<file path="config.mk">
export PLATFORM = sky130hd
export DESIGN_NAME = regfile_write_scheduler
export DESIGN_NICKNAME = d
export VERILOG_FILES = /design/src/rtl/regfile_write_scheduler.sv
export SDC_FILE = /design/constraint.sdc
export NUM_CORES = 1
export LEC_CHECK = 0
export CORE_UTILIZATION = 50
export CTS_CLUSTER_DIAMETER = 200
export DETAILED_ROUTE_END_ITERATION = 16
export GPL_ROUTABILITY_DRIVEN = 0
export GPL_TIMING_DRIVEN = 1
export PLACE_DENSITY = 0.8
export RECOVER_POWER = 50
export SYNTH_ARGS = -nofsm -noshare
export SYNTH_HDL_FRONTEND = slang
export SYNTH_SLANG_ARGS = --single-unit
</file>
<file path="constraint.sdc">
create_clock -name clk -period 2.59 [get_ports clk]
set_input_delay 0.259 -clock clk [delete_from_list [all_inputs] [get_ports clk]]
set_output_delay 0.259 -clock clk [all_outputs]
set_load 0.1 [all_outputs]
</file>
<file path="src/rtl/regfile_write_scheduler.sv">
// -----------------------------------------------------------------------------
// regfile_write_scheduler
//
// Purpose:
//   Owns the five-phase counter (0..4) that sequences the CPU register file and
//   arbitrates the single register-file write slot. The slot occurs in phase 4.
//   Three sources compete for it: CPU writeback, the keypad pending-mask
//   register and the millisecond timer register. Keypad and timer values reach
//   the register file only through scheduled writes on this one port.
//
// Ports:
//   clk          in   system clock, all state on the rising edge
//   reset        in   synchronous, active-high
//   stall        in   holds the phase counter (the timer keeps running)
//   counter      out  current phase 0..4
//   cpu_wr_req   in   CPU writeback request, held until cpu_wr_ack
//   cpu_wr_addr  in   CPU destination register
//   cpu_wr_data  in   CPU write data
//   cpu_wr_ack   out  one-cycle pulse when the CPU request is consumed
//   keypad       in   synchronised keypad levels
//   rf_we        out  register file write enable (first cycle of phase 4 only)
//   rf_addr      out  register file write address
//   rf_wdata     out  register file write data
//   milliseconds out  free-running millisecond count
// -----------------------------------------------------------------------------
module regfile_write_scheduler #(
  parameter int WIDTH      = 32,
  parameter int KEY_BITS   = 20,
  parameter int KEY_REG    = 29,
  parameter int TIMER_REG  = 31,
  parameter int CLK_PER_MS = 50000,
  parameter int MAX_DEFER  = 4
) (
  input  logic                clk,
  input  logic                reset,
  input  logic                stall,
  output logic [2:0]          counter,
  input  logic                cpu_wr_req,
  input  logic [4:0]          cpu_wr_addr,
  input  logic [WIDTH-1:0]    cpu_wr_data,
  output logic                cpu_wr_ack,
  input  logic [KEY_BITS-1:0] keypad,
  output logic                rf_we,
  output logic [4:0]          rf_addr,
  output logic [WIDTH-1:0]    rf_wdata,
  output logic [WIDTH-1:0]    milliseconds
);

  localparam int PRE_W = $clog2(CLK_PER_MS);
  localparam int DEF_W = $clog2(MAX_DEFER + 1);

  localparam logic [PRE_W-1:0] PRE_LAST  = PRE_W'(CLK_PER_MS - 1);
  localparam logic [PRE_W-1:0] PRE_ONE   = PRE_W'(1);
  localparam logic [DEF_W-1:0] DEFER_MAX = DEF_W'(MAX_DEFER);
  localparam logic [DEF_W-1:0] DEFER_ONE = DEF_W'(1);
  localparam logic [WIDTH-1:0] MS_ONE    = WIDTH'(1);
  localparam logic [4:0]       KEY_ADDR  = 5'(KEY_REG);
  localparam logic [4:0]       TMR_ADDR  = 5'(TIMER_REG);

  typedef enum logic [1:0] {
    GRANT_NONE,
    GRANT_CPU,
    GRANT_KEY,
    GRANT_TMR
  } grantE;

  // State
  logic [PRE_W-1:0]    prescaler;
  logic [KEY_BITS-1:0] keyQ;
  logic [KEY_BITS-1:0] keyPend;
  logic                keyDirty;
  logic                tmrDirty;
  logic [DEF_W-1:0]    keyDefer;
  logic [DEF_W-1:0]    tmrDefer;

  // Combinational helpers
  grantE               grant;
  logic                slotEdge;
  logic                keyStarved;
  logic                tmrStarved;
  logic                tick;
  logic                keyGrant;
  logic                tmrGrant;
  logic                cpuToKeyReg;
  logic                cpuWritesRf;
  logic                keyChange;
  logic [KEY_BITS-1:0] keyRise;
  logic [KEY_BITS-1:0] keyClr;
  logic [KEY_BITS-1:0] keyPendNext;

  // The decision is taken on the edge that leaves phase 3, so the registered
  // result is visible exactly in the first cycle of phase 4.
  assign slotEdge   = (counter == 3'd3) && !stall;
  assign keyStarved = keyDirty && (keyDefer >= DEFER_MAX);
  assign tmrStarved = tmrDirty && (tmrDefer >= DEFER_MAX);
  assign tick       = (prescaler == PRE_LAST);

  // Starved sources pre-empt the CPU; keypad wins when both are starved.
  always_comb begin
    grant = GRANT_NONE;
    if (keyStarved) begin
      grant = GRANT_KEY;
    end else if (tmrStarved) begin
      grant = GRANT_TMR;
    end else if (cpu_wr_req) begin
      grant = GRANT_CPU;
    end else if (keyDirty) begin
      grant = GRANT_KEY;
    end else if (tmrDirty) begin
      grant = GRANT_TMR;
    end
  end

  assign keyGrant    = slotEdge && (grant == GRANT_KEY);
  assign tmrGrant    = slotEdge && (grant == GRANT_TMR);
  assign cpuToKeyReg = slotEdge && (grant == GRANT_CPU) && (cpu_wr_addr == KEY_ADDR);
  // Register 0 is hardwired; keypad and timer registers are owned by this block.
  assign cpuWritesRf = (cpu_wr_addr != 5'd0) && (cpu_wr_addr != KEY_ADDR)
                       && (cpu_wr_addr != TMR_ADDR);
  assign keyClr      = cpuToKeyReg ? cpu_wr_data[KEY_BITS-1:0] : '0;

  // Per-line pending bit: a rising edge sets it and outranks a same-edge W1C.
  genvar gi;
  generate
    for (gi = 0; gi < KEY_BITS; gi++) begin : genKeyLine
      assign keyRise[gi]     = keypad[gi] & ~keyQ[gi];
      assign keyPendNext[gi] = keyRise[gi] | (keyPend[gi] & ~keyClr[gi]);
    end
  endgenerate

  // Any visible change of the mask (new set or effective clear) needs a write.
  assign keyChange = (keyPendNext != keyPend);

  always_ff @(posedge clk) begin
    if (reset) begin
      counter      <= 3'd0;
      cpu_wr_ack   <= 1'b0;
      rf_we        <= 1'b0;
      rf_addr      <= 5'd0;
      rf_wdata     <= '0;
      milliseconds <= '0;
      prescaler    <= '0;
      keyQ         <= '0;
      keyPend      <= '0;
      keyDirty     <= 1'b0;
      tmrDirty     <= 1'b0;
      keyDefer     <= '0;
      tmrDefer     <= '0;
    end else begin
      if (!stall) begin
        counter <= (counter == 3'd4) ? 3'd0 : counter + 3'd1;
      end

      // Write outputs are a single-cycle pulse; idle everywhere but the slot.
      cpu_wr_ack <= 1'b0;
      rf_we      <= 1'b0;
      rf_addr    <= 5'd0;
      rf_wdata   <= '0;

      // Millisecond timer runs regardless of stall.
      if (tick) begin
        prescaler    <= '0;
        milliseconds <= milliseconds + MS_ONE;
      end else begin
        prescaler <= prescaler + PRE_ONE;
      end

      keyQ    <= keypad;
      keyPend <= keyPendNext;

      // A grant clears the dirty flag unless fresh activity lands on that edge.
      if (keyGrant) begin
        keyDirty <= keyChange;
      end else if (keyChange) begin
        keyDirty <= 1'b1;
      end

      if (tmrGrant) begin
        tmrDirty <= tick;
      end else if (tick) begin
        tmrDirty <= 1'b1;
      end

      if (slotEdge) begin
        case (grant)
          GRANT_CPU: begin
            cpu_wr_ack <= 1'b1;
            if (cpuWritesRf) begin
              rf_we    <= 1'b1;
              rf_addr  <= cpu_wr_addr;
              rf_wdata <= cpu_wr_data;
            end
          end
          GRANT_KEY: begin
            rf_we    <= 1'b1;
            rf_addr  <= KEY_ADDR;
            rf_wdata <= WIDTH'(keyPend);
          end
          GRANT_TMR: begin
            rf_we    <= 1'b1;
            rf_addr  <= TMR_ADDR;
            rf_wdata <= milliseconds;
          end
          default: begin
          end
        endcase

        // Defer counts track lost slots while dirty; saturate at MAX_DEFER.
        if (grant == GRANT_KEY) begin
          keyDefer <= '0;
        end else if (keyDirty && (keyDefer != DEFER_MAX)) begin
          keyDefer <= keyDefer + DEFER_ONE;
        end

        if (grant == GRANT_TMR) begin
          tmrDefer <= '0;
        end else if (tmrDirty && (tmrDefer != DEFER_MAX)) begin
          tmrDefer <= tmrDefer + DEFER_ONE;
        end
      end
    end
  end

endmodule

</file>
# After elaboration in Yosys (flattened, before gate mapping)
# Cells that the tools add are included.
[word_totals] output_inout_bits=74 in_bits=61 word_cells=177 reg_bits=138
[op_classes] add_sub_neg=5 muxes=22 order_cmp=2 n_bitwise=101 reduce_logical=22 n_eq_ne=12
[op_table] operator="case mux 32 bit (3 select lines)" count=1
[op_table] operator="NOT 1 bit" count=41
[op_table] operator="bitwise AND 1 bit" count=40
[op_table] operator="adder 32 x 1 -> 32 bit (second input constant)" count=1
[op_table] operator="two-way mux 32 bit" count=1
[op_table] operator="two-way mux 20 bit" count=1
[op_table] operator="!= test 20 bit" count=1
[op_table] operator="bitwise OR 1 bit" count=20
[op_table] operator="adder 16 x 1 -> 16 bit (second input constant)" count=1
[op_table] operator="== test 16 bit (second input constant)" count=1
[op_table] operator="two-way mux 3 bit" count=5
[op_table] operator="case mux 5 bit (3 select lines)" count=1
[op_table] operator="logical AND 1 bit" count=11
[op_table] operator="two-way mux 2 bit" count=5
[op_table] operator="!= test 5 bit (second input constant)" count=2
[op_table] operator="adder 3 x 1 -> 3 bit (second input constant)" count=3
[op_table] operator="nonzero test 2 bit" count=4
[op_table] operator=">= comparator 3 bit (second input constant)" count=2
[op_table] operator="two-way mux 1 bit" count=6
[op_table] operator="!= test 3 bit (second input constant)" count=2
[op_table] operator="OR reduction 2 bit" count=3
[op_table] operator="== test 5 bit (second input constant)" count=1
[op_table] operator="two-way mux 5 bit" count=1
[op_table] operator="nonzero test 5 bit" count=1
[op_table] operator="7 further kinds" count=9

# Depth between registers and ports, before layout
# Gate-level depths: netlist (run 1).
[depth] word_depth=15 depth_mapped=8 mapped_depth_nobuf=7

# Worst setup path after synthesis (run 1)
# OpenSTA, ideal clock, no wires.
[synth_path] kind="register to register" from="register counter[0]" to="register keyPend[16]" period_less_slack_ns=2.780 arrival_time_ns=2.653 path_buffers=1 setup_time_ns=0.128 path_slack_ns=-0.190 stages_incl_launch_ff=9 required_time_ns=2.462 path_cell_list="dfxtp_1 ha_1 ha_1 or3b_2 nor4_1 clkbuf_1 a21oi_1 nor2_1 nor2_1"
[synth_between] elab_chain_len=8
[synth_lines] item="start, declared" line="37" source="output logic [2:0] counter,"
[synth_lines] item="start signal, assigned" line="151" source="counter <= (counter == 3'd4) ? 3'd0 : counter + 3'd1;"
[synth_lines] item="== test 3 x 2 -> 1 bit" line="93" source="assign slotEdge = (counter == 3'd3) && !stall;"
[synth_lines] item="logical AND 1 bit" line="93"
[synth_lines] item="logical AND 1 bit (2 in series)" line="116" source="assign cpuToKeyReg = slotEdge && (grant == GRANT_CPU) && (cpu_wr_addr == KEY_ADDR);"
[synth_lines] item="two-way mux 20 bit" line="120" source="assign keyClr = cpuToKeyReg ? cpu_wr_data[KEY_BITS-1:0] : '0;"
[synth_lines] item="NOT 1 bit" line="127" source="assign keyPendNext[gi] = keyRise[gi] | (keyPend[gi] & ~keyClr[gi]);"
[synth_lines] item="bitwise AND 1 bit" line="127"
[synth_lines] item="bitwise OR 1 bit" line="127"
[synth_lines] item="end signal, assigned" line="169" source="keyPend <= keyPendNext;"
[synth_lines] item="end, declared" line="70" source="logic [KEY_BITS-1:0] keyPend;"
# Every way passes these cells.
# A chain may end at the register's enable or synchronous reset.

# Worst setup path after layout (run 1)
[layout_path] from="register tmrDefer[2]" to="register rf_addr[0]"
[layout_between] elab_chain_len=6 word_cells_on_any_way=8 cone_classes="order compare: 1; eq/ne: 3; mux: 3; reduce/logical: 1"
[layout_lines] item="start, declared" line="74" source="logic [DEF_W-1:0] tmrDefer;"
[layout_lines] item="start signal, assigned" line="218" source="tmrDefer <= tmrDefer + DEFER_ONE;"
[layout_lines] item=">= comparator 3 bit (*)" line="95" source="assign tmrStarved = tmrDirty && (tmrDefer >= DEFER_MAX);"
[layout_lines] item="logical AND 1 bit (*)" line="95"
[layout_lines] item="two-way mux 2 bit (*)" line="103" source="end else if (tmrStarved) begin"
[layout_lines] item="two-way mux 2 bit (*)" line="101" source="if (keyStarved) begin"
[layout_lines] item="== test 2 bit or == test 2 x 1 -> 1 bit (tied branches)" line="185" source="case (grant)"
[layout_lines] item="case mux 5 bit (3 select lines) (*)" line="185"
[layout_lines] item="end signal, assigned" line="190" source="rf_addr <= cpu_wr_addr;"
[layout_lines] item="end, declared" line="44" source="output logic [4:0] rf_addr,"
# Every way passes the cells marked *; elsewhere a longest branch is shown, timed or not.

==> results.md, run 1 <==
* Crit Path Class: reg2reg
* Fmax at 410 MHz
* Post-DRT Antenna Nets at 0
* FF/Latch Area at 0.00278 mm²
* Final hold vios at 0
* CTS tree: done
* Layout area overhead at 29.6%
* Die Span X at 109 µm
* First-pass GRT wire length at 25500 µm
* Total track usage at 27.8%
* FP Rows at 38
* Synth cell types at 46
* TNS Setup at 0 ns
* Critical path fanouts, max at 23
* Cells after Synth at 654
* Core area at 0.0110 mm²
* Clock H-tree levels at 4
* Reg-to-reg critical path startpoint: tmrDefer[2]$_SDFFE_PP0P_
* Post-Synth Simple-Gate Area at 26.1%
* Mux share of post-synthesis cell area at 0.525%
* Die area at 0.0119 mm²
* Headroom to the max-slew limit at -21.8%
* Sink Count at 138
* Layout net count at 860
* Vias at 5483
* Top Ports at 135
* WP data arrival at 2.78 ns
* YS warnings at 0
* Max Slew Vio Count at 82
* Largest family of logic cells by synthesized area: simple AND/OR/NAND/NOR gates
* Largest net degree at the start of global routing at 42
* Port buffer count at 134
* Root Driver: clkbuf_16
* Filler cells at 909
* Post-DR wirelength/cell at 17.0 µm
* Layout Cells excl Fill at 942
* Hold buffer count at cts at 0
* Gr ovfl total at 0
* Post-synth EDFFs at 0
* Tmin final at 2.44 ns
* Fraction of registers with async set/reset at 0%
* Endpoint type of the worst setup path: register
* Setup-failing EPs final at 0
* Antenna cells at 0
* Synth Area in Compound Gates at 14.4%
* Post-Syn Area at 0.00572 mm²
* Hold_sp: reset
* Critical path data required time at 2.93 ns
* Layout cells sized above 1 at 8.48%
* Post-CTS setup buffers at 0
* MaxCap Viol Count at 2
* VDD IR max at 365 µV
* Worst-Margin Slew at 1.83 ns
* Clk_skew at 0.00761 ns
* Multi-input gate area at 0.00275 mm²
* Post-CTS sizing at 0
* Crit start category: register
* Final worst-path cycle share at 94.1%
* Clock latency on the worst-skew pair at 0.42 ns
* Initial Utilization at 52.0%
* Adder-cell share of the synthesized area at 1.97%
* Die Ht at 109 µm
* Clock tree buffer depth at 2
* Leak at 0.00263 µW
* Placed Cells at 911
* Post-synthesis register bit count at 138
* Initial antenna violation count at 0
* DRC viols at 0
* First drt pass iteration count at 8
* Vias in the first global route at 5264
* Hold Path Class: in2reg
* Worst-path clk slew at 0.06 ns
* RSZ-0062 raised after global routing: no
* Vias/cell at 5.82
* Sequential area share after synthesis at 48.3%
* Status: complete, but fails checks
* Critical path startpoint: tmrDefer[2]$_SDFFE_PP0P_
* Xor and xnor area share after synthesis at 5.06%
* Mapped Nets at 724
* Failing checks: capacitance limit, slew limit
* Drt total wl at 16000 µm
* Most used DFF post-synth: dfxtp_1
* DP Wirelength at 11100 µm
* PD cells at 692 mW/mm²
* Synthesized area per cell at 8.74 µm²
* DRT iter0 DRCs at 501
* TritonCTS Buffers at 17
final cells by class:
| class | count | share of cell area [%] |
|---|---|---|
| clock buffer | 20 | 6.16 |
| clock inverter | 11 | 2.30 |
| inverter | 21 | 1.06 |
| multi-input combinational | 461 | 37.2 |
| sequential | 138 | 37.6 |
| tap | 140 | 2.36 |
| timing repair buffer | 151 | 13.4 |
synth_stat cells, drive strengths merged, types with 7 or more instances:
| cell type | count | share of area [%] |
|---|---|---|
| nor4 | 12 | 1.3 |
| dfxtp | 138 | 48 |
| nand2 | 59 | 3.9 |
| a21oi | 48 | 4.2 |
| or4 | 8 | 1.1 |
| ha | 9 | 2.0 |
| o21ai | 11 | 0.96 |
| inv | 21 | 1.4 |
| or3 | 10 | 1.1 |
| and3 | 10 | 1.1 |
| clkbuf | 27 | 1.8 |
| a22oi | 13 | 1.7 |
| nor3 | 8 | 0.70 |
| buf | 7 | 0.50 |
| xnor2 | 25 | 3.8 |
| xor2 | 8 | 1.2 |
| nor2b | 24 | 2.6 |
| nand4 | 12 | 1.4 |
| nor2 | 86 | 5.6 |
| nand2b | 20 | 2.2 |
| a222oi | 20 | 3.5 |
| nand3 | 28 | 2.5 |
| o22ai | 8 | 0.88 |
logic make-up (layout without fill, tap and decap cells):
family,after synthesis,in the layout
compound gates,122,122
xor+xnor,33,33
fa+ha+maj,9,9
buf+inv,55,203
flops,138,138
mux,3,3
simple gates,294,294
path summary, 6_finish.rpt:
path / end / slack (ns) / depth (start not counted)
worst max-delay path: rf_addr[0]$_SDFF_PP0_ / 0.15 / 6
worst min-delay path: milliseconds[27]$_SDFFE_PP0P_ / 0.26 / 2
worst max register to register: rf_addr[0]$_SDFF_PP0_ / 0.15 / 6
worst min register to register: prescaler[0]$_SDFF_PP0_ / 0.44 / 1
power by group:
group	switching, µW	internal [µW]	total, µW	leakage [µW]
logic	193	172	364	0.00121
registers	33.8	2170	2210	0.00113
clock network	905	1650	2560	0.000286
total	1130	4000	5130	0.00263
per-layer routing:
layer	vias up	routed length [µm]	part of all wire (%)	GRT usage, %
li1	2589	-	-	-
met1	2566	6460	40	34.2
met2	290	7690	48	47.0
met3	38	1460	9.1	6.28
met4	0	391	2.4	11.3
met5	-	0	0	0
sequential cells by signal, indices dropped and copies added, names as in the netlist:
register,flops
counter,3
cpu_wr_ack,1
keyDefer,3
keyDirty,1
keyPend,20
keyQ,20
milliseconds,32
prescaler,16
rf_addr,5
rf_wdata,32
rf_we,1
tmrDefer,3
tmrDirty,1
critical path, cell delays in order, from the launching register on:
cell and delay, ns:
dfxtp_1 0.38, a22o_1 0.26, or2_2 0.30, nor2_2 0.83
buf_4 0.36, nand2_1 0.09, a21oi_1 0.15
per-stage QoR:
stage	setup WS [ns]	hold WS [ns]	cell area, µm²	utilization, %	total power, µW
finish	0.152	0.257	7410	67.5	5130
global route	0.0718	0.258	7410	67.5	5270
CTS	0.216	0.148	7690	70.1	5140
detailed placement	0.0255	0.437	7070	64.4	2610
global placement	0.147	0.430	7070	64.4	2600
floorplan	0.0219	0.387	5740	-	2440
cells in the final DEF, fill, tap and decap left out, types with 9 or more instances in the layout:
master,count
a22oi_1,13
buf_4,15
nand4_1,11
nand2_1,59
xnor2_1,25
dfxtp_1,122
nor2b_1,24
dfxtp_2,16
or3_1,10
nor2_1,85
o21ai_0,11
a222oi_1,20
and3_1,10
inv_1,21
nand2b_1,20
clkbuf_16,17
nand3_1,28
clkdlybuf4s50_1,59
nor4_1,11
a21oi_1,48
ha_1,9
clkbuf_1,78
No activity file was read; power rests on OpenSTA's default activity.
==> run 2: changes to the inputs <==
Settings changed: ABC_CLOCK_PERIOD_IN_PS set to 2590, CORE_UTILIZATION 50 to 45, PLACE_DENSITY 0.8 to 0.73.
==> results.md, run 2 (synthesized netlist as in run 1, its figures left out) <==
* Status: finished clean
* Port buffer count at 134 (unchanged)
* Largest net degree at the start of global routing at 45 (+7.1%)
* Most common cell after layout, fill and taps aside: dfxtp_1
* MaxCap Viol Count at 0 (-2)
* Sw Pwr at 1130 µW (+0.30%)
* Clock latency on the worst-skew pair at 0.43 ns (about the same)
* Hold depth at 2 (unchanged)
* Post-DR wirelength/cell at 15.9 µm (-6.2%)
* TNS Setup at 0 ns (unchanged)
* Leak at 0.00265 µW (+0.84%)
* Worst-path clk slew at 0.06 ns (about the same)
* Layout area overhead at 30.6%
* FP Rows at 40 (+5.3%)
* Post-DRT Antenna Nets at 0 (unchanged)
* Clk network pwr share at 51.0% (+1.1 points)
* R2r setup slk at 0.22 ns (+0.07 ns)
* Hold_sp: reset
* Worst-Margin Slew at 1.46 ns (-0.368 ns)
* Core area at 0.0122 mm² (+11%)
* WHS Endpoint: milliseconds[27]$_SDFFE_PP0P_
* Initial Utilization at 46.8% (-5.2 points)
* Antenna cells at 0 (unchanged)
* Vias at 5423 (-1.1%)
* Tmin final at 2.37 ns (-0.0699 ns)
* Headroom to the max-slew limit at 2.72% (+25 points)
* First drt pass iteration count at 6 (-2)
* Vias in the first global route at 5055 (-4.0%)
* Final hold vios at 0 (unchanged)
* Top Ports at 135 (unchanged)
* DRT iter0 DRCs at 481 (-4.0%)
* Combinational share of power at 6.9% (-0.2 points)
* Endpoint type of the worst setup path: register
* Worst R2R Path Depth at 6 (unchanged)
* Fmax at 422 MHz (+3.0%)
* Crit Path Class: reg2reg
* Crit start category: register
* Post-CTS setup buffers at 0 (unchanged)
* Vias/cell at 5.59 (-3.9%)
* Reg-to-reg critical path startpoint: tmrDirty$_SDFFE_PP0P_
* Root Driver: clkbuf_16
* Clock H-tree levels at 4 (unchanged)
* Total track usage at 24.5% (-3.3 points)
* DP Wirelength at 11000 µm (-0.41%)
* Critical path fanouts, max at 21 (-8.7%)
* Die area at 0.0132 mm² (+11%)
* Clk_skew at 0.00863 ns (+0.00102 ns)
* Critical path data required time at 2.95 ns (+0.02 ns)
* Hold Path Class: in2reg
* Final worst-path cycle share at 91.4% (-2.7 points)
* Layout cells sized above 1 at 8.48% (unchanged)
* First-pass GRT wire length at 24700 µm (-3.4%)
* TritonCTS Buffers at 17 (unchanged)
* Switching Fraction at 21.7% (-0.38 points)
* Commonest cells after routing, fill and taps aside: dfxtp_1 (122), nor2_1 (85), clkbuf_1 (78), nand2_1 (59), clkdlybuf4s50_1 (59)
* Post-Place Worst Slack at 0.112 ns (+0.0867 ns)
* RSZ-0062 raised after global routing: no
* Gr ovfl total at 0 (unchanged)
* Max Slew Vio Count at 0 (-100%)
* Initial antenna violation count at 0 (unchanged)
* Share of power burned in registers at 42.1% (-0.9 points)
* Clock tree buffer depth at 2 (unchanged)
* Post-CTS sizing at 0 (unchanged)
* Setup-failing EPs final at 0 (unchanged)
* Filler cells at 1121 (+23%)
* Die Span X at 115 µm (+5.3%)
* Die Ht at 115 µm (+5.3%)
* Layout net count at 859 (-0.12%)
* Biggest registers after layout: milliseconds x32, rf_wdata x32
* Cell Int Power at 4100 µW (+2.6%)
* Hold buffer count at cts at 0 (unchanged)
* VDD IR max at 460 µV (+26%)
* PD cells at 702 mW/mm² (+1.3%)
* Final worst slack at 0.222 ns (+0.0699 ns)
* CTS tree: done
* FF-to-FF End: rf_addr[3]$_SDFF_PP0_
* Sink Count at 138 (unchanged)
* WP data arrival at 2.72 ns (-0.06 ns)
* Drt total wl at 15500 µm (-3.4%)
* DRC viols at 0 (unchanged)
## run 2: changes by cell type in the layout (fill, tap and decap cells not counted)
cell | before | now
bufinv_16 | 4 | 5
clkinv_2 | 1 | 2
buf_4 | 15 | 14
inv_6 | 0 | 1
clkbuf_2 | 0 | 1
clkinvlp_4 | 6 | 3
## run 2: layout make-up
type | instances | area, µm² | area share (%)
flip-flops and latches | 138 | 2780 | 37.3
inverters | 21 | 78.8 | 1.06
multi-input cells | 461 | 2750 | 36.9
repair buffers | 150 | 986 | 13.2
clock inverters | 11 | 191 | 2.57
well taps | 168 | 210 | 2.82
clock buffers | 21 | 460 | 6.17
## run 2: power by group through the flow
stage	sequential (µW)	clock [µW]	combinational (µW)
6_report	2210	2670	361
5_1_grt	2210	2770	392
4_1_cts	2210	2700	363
3_5_place_dp	2250	0	360
2_1_floorplan	2270	0	171
3_3_place_gp	2250	0	351
## run 2: how the worst max path moves through the flow
stage,start,endpoint,cells past startpoint
floorplan,milliseconds[11]$_SDFFE_PP0P_,milliseconds[25]$_SDFFE_PP0P_,6
global placement,cpu_wr_req,rf_addr[2]$_SDFF_PP0_,7
detailed placement,cpu_wr_req,rf_addr[3]$_SDFF_PP0_,7
CTS,tmrDirty$_SDFFE_PP0P_,rf_addr[3]$_SDFF_PP0_,6
global route,prescaler[0]$_SDFF_PP0_,milliseconds[22]$_SDFFE_PP0P_,6
finish,tmrDirty$_SDFFE_PP0P_,rf_addr[3]$_SDFF_PP0_,6
## run 2: per-layer routing
| metal | GRT usage [%] | part of all wire, % | wire length [µm] | vias to the layer above |
|---|---|---|---|---|
| li1 | - | - | - | 2582 |
| met1 | 29.6 | 42 | 6420 | 2545 |
| met2 | 40.4 | 46 | 7160 | 262 |
| met3 | 5.88 | 9.0 | 1390 | 34 |
| met4 | 13.3 | 3.2 | 493 | 0 |
| met5 | 0 | 0 | 0 | - |
## run 2: worst max-delay path, cell delays in order, from the launching register on
cell,delay [ns]
dfxtp_1,0.36
a22o_1,0.28
or2_2,0.30
nor2_2,0.75
buf_4,0.37
nand2_1,0.08
a21oi_1,0.15
## run 2: stage by stage
step | util, % | power, µW | hold WS (ns) | cell area, µm² | cells
after floorplan | - | 2440 | 0.387 | 5740 | 654
after global placement | 58.1 | 2600 | 0.428 | 7100 | 938
after detailed placement | 58.1 | 2610 | 0.441 | 7100 | 938
after CTS | 63.4 | 5270 | 0.176 | 7750 | 970
after global routing | 61.1 | 5380 | 0.394 | 7460 | 970
final | 61.1 | 5240 | 0.338 | 7460 | 970
==> run 3: changes to the inputs <==
Settings changed: RECOVER_POWER 50 to unset.
==> results.md, run 3 (synthesized netlist as in run 1, its figures left out) <==
* Die Ht at 115 µm (unchanged)
* Clk_skew at 0.00983 ns (+0.00120 ns)
* Layout cells sized above 1 at 18.0% (+9.5 points)
* Headroom to the max-slew limit at 36.3% (+34 points)
* Drt total wl at 15500 µm (about the same)
* Die area at 0.0132 mm² (unchanged)
* Post-Place Worst Slack at 0.112 ns (unchanged)
* Critical path data required time at 2.94 ns (about the same)
* Die Span X at 115 µm (unchanged)
* WP data arrival at 2.73 ns (about the same)
* VDD IR max at 461 µV (+0.18%)
* Hold slack at 0.188 ns (-0.150 ns)
* Vias/cell at 5.57 (-0.41%)
* Critical path fanouts, max at 21 (unchanged)
* Antenna cells at 0 (unchanged)
* Final worst slack at 0.218 ns (-0.00404 ns)
* Filler cells at 1047 (-6.6%)
* DRC viols at 0 (unchanged)
* FP Rows at 40 (unchanged)
* Status: finished clean
* Final hold vios at 0 (unchanged)
* Layout net count at 859 (unchanged)
* Post-CTS sizing at 0 (unchanged)
* Initial Utilization at 46.8% (unchanged)
* Port buffer count at 134 (unchanged)
* Tmin final at 2.37 ns (+0.00404 ns)
* Fmax at 422 MHz (-0.17%)
* TritonCTS Buffers at 17 (unchanged)
* Core area at 0.0122 mm² (unchanged)
* Root Driver: clkbuf_16
* Vias at 5401 (-0.41%)
* Total track usage at 24.5% (unchanged)
* Leak at 0.00298 µW (+12%)
* Clock H-tree levels at 4 (unchanged)
* Clock latency on the worst-skew pair at 0.43 ns (about the same)
* Crit Path Class: reg2reg
* Commonest cells after routing, fill and taps aside: dfxtp_1 (122), buf_4 (90), nor2_1 (85), nand2_1 (59), clkdlybuf4s50_1 (59)
* First drt pass iteration count at 8 (+2)
* MaxCap Viol Count at 0 (unchanged)
* Initial antenna violation count at 0 (unchanged)
* RSZ-0062 raised after global routing: no
* DRT iter0 DRCs at 522 (+8.5%)
* Clock tree buffer depth at 2 (unchanged)
* Crit start category: register
* Worst-path clk slew at 0.06 ns (about the same)
* Hold buffer count at cts at 0 (unchanged)
* Worst-Margin Slew at 0.955 ns (-0.504 ns)
* Top Ports at 135 (unchanged)
* Largest net degree at the start of global routing at 45 (unchanged)
* Post-DRT Antenna Nets at 0 (unchanged)
* Most common cell after layout, fill and taps aside: dfxtp_1
* Hold Path Class: in2reg
* Setup-failing EPs final at 0 (unchanged)
* First-pass GRT wire length at 24700 µm (unchanged)
* DP Wirelength at 11000 µm (unchanged)
* Post-DR wirelength/cell at 15.9 µm (about the same)
* Vias in the first global route at 5055 (unchanged)
* CTS tree: done
* Layout area overhead at 35.6%
* Gr ovfl total at 0 (unchanged)
* Endpoint type of the worst setup path: register
* TNS Setup at 0 ns (unchanged)
* Final worst-path cycle share at 91.6% (+0.16 points)
* Max Slew Vio Count at 0 (unchanged)
* Post-CTS setup buffers at 0 (unchanged)
* Biggest registers after layout: milliseconds x32, rf_wdata x32
* PD cells at 677 mW/mm² (-3.5%)
* Sink Count at 138 (unchanged)
run 3: cell type report:
type	count	area, µm²	area share (%)
clock buffers	21	460	5.94
clock inverters	11	191	2.47
inverters	21	78.8	1.02
multi-input cells	461	2750	35.5
flip-flops and latches	138	2780	35.9
well taps	168	210	2.71
repair buffers	150	1270	16.4
run 3: final timing paths:
kind,start,endpoint,slack (ns),cells past startpoint
worst min-delay path,reset,milliseconds[27]$_SDFFE_PP0P_,0.19,2
worst max register to register,tmrDirty$_SDFFE_PP0P_,rf_addr[3]$_SDFF_PP0_,0.22,6
worst max-delay path,tmrDirty$_SDFFE_PP0P_,rf_addr[3]$_SDFF_PP0_,0.22,6
worst min register to register,prescaler[0]$_SDFF_PP0_,prescaler[0]$_SDFF_PP0_,0.45,1
run 3: metal layers:
metal | track usage (%) | share of wire [%] | vias up
met5 | 0 | 0 | -
met4 | 13.3 | 3.2 | 0
met3 | 5.88 | 8.0 | 35
met2 | 40.4 | 46 | 247
met1 | 29.6 | 43 | 2535
li1 | - | - | 2584
run 3: where the power goes:
| part | switching, µW | internal [µW] | total [µW] |
|---|---|---|---|
| registers | 33.0 | 2170 | 2210 |
| logic | 189 | 175 | 365 |
| clock network | 916 | 1760 | 2670 |
run 3: worst max-delay path, cell delays in order (launching register included):
cell,delay [ns]
dfxtp_1,0.36
a22o_1,0.28
or2_2,0.30
nor2_2,0.75
buf_4,0.37
nand2_1,0.08
a21oi_1,0.15
run 3: stage by stage:
stage	area, µm²	util [%]	power (µW)	std cells
2_1_floorplan	5740	-	2440	654
3_3_place_gp	7100	58.1	2600	938
3_5_place_dp	7100	58.1	2610	938
4_1_cts	7750	63.4	5270	970
5_1_grt	7750	63.4	5380	970
6_report	7750	63.4	5240	970
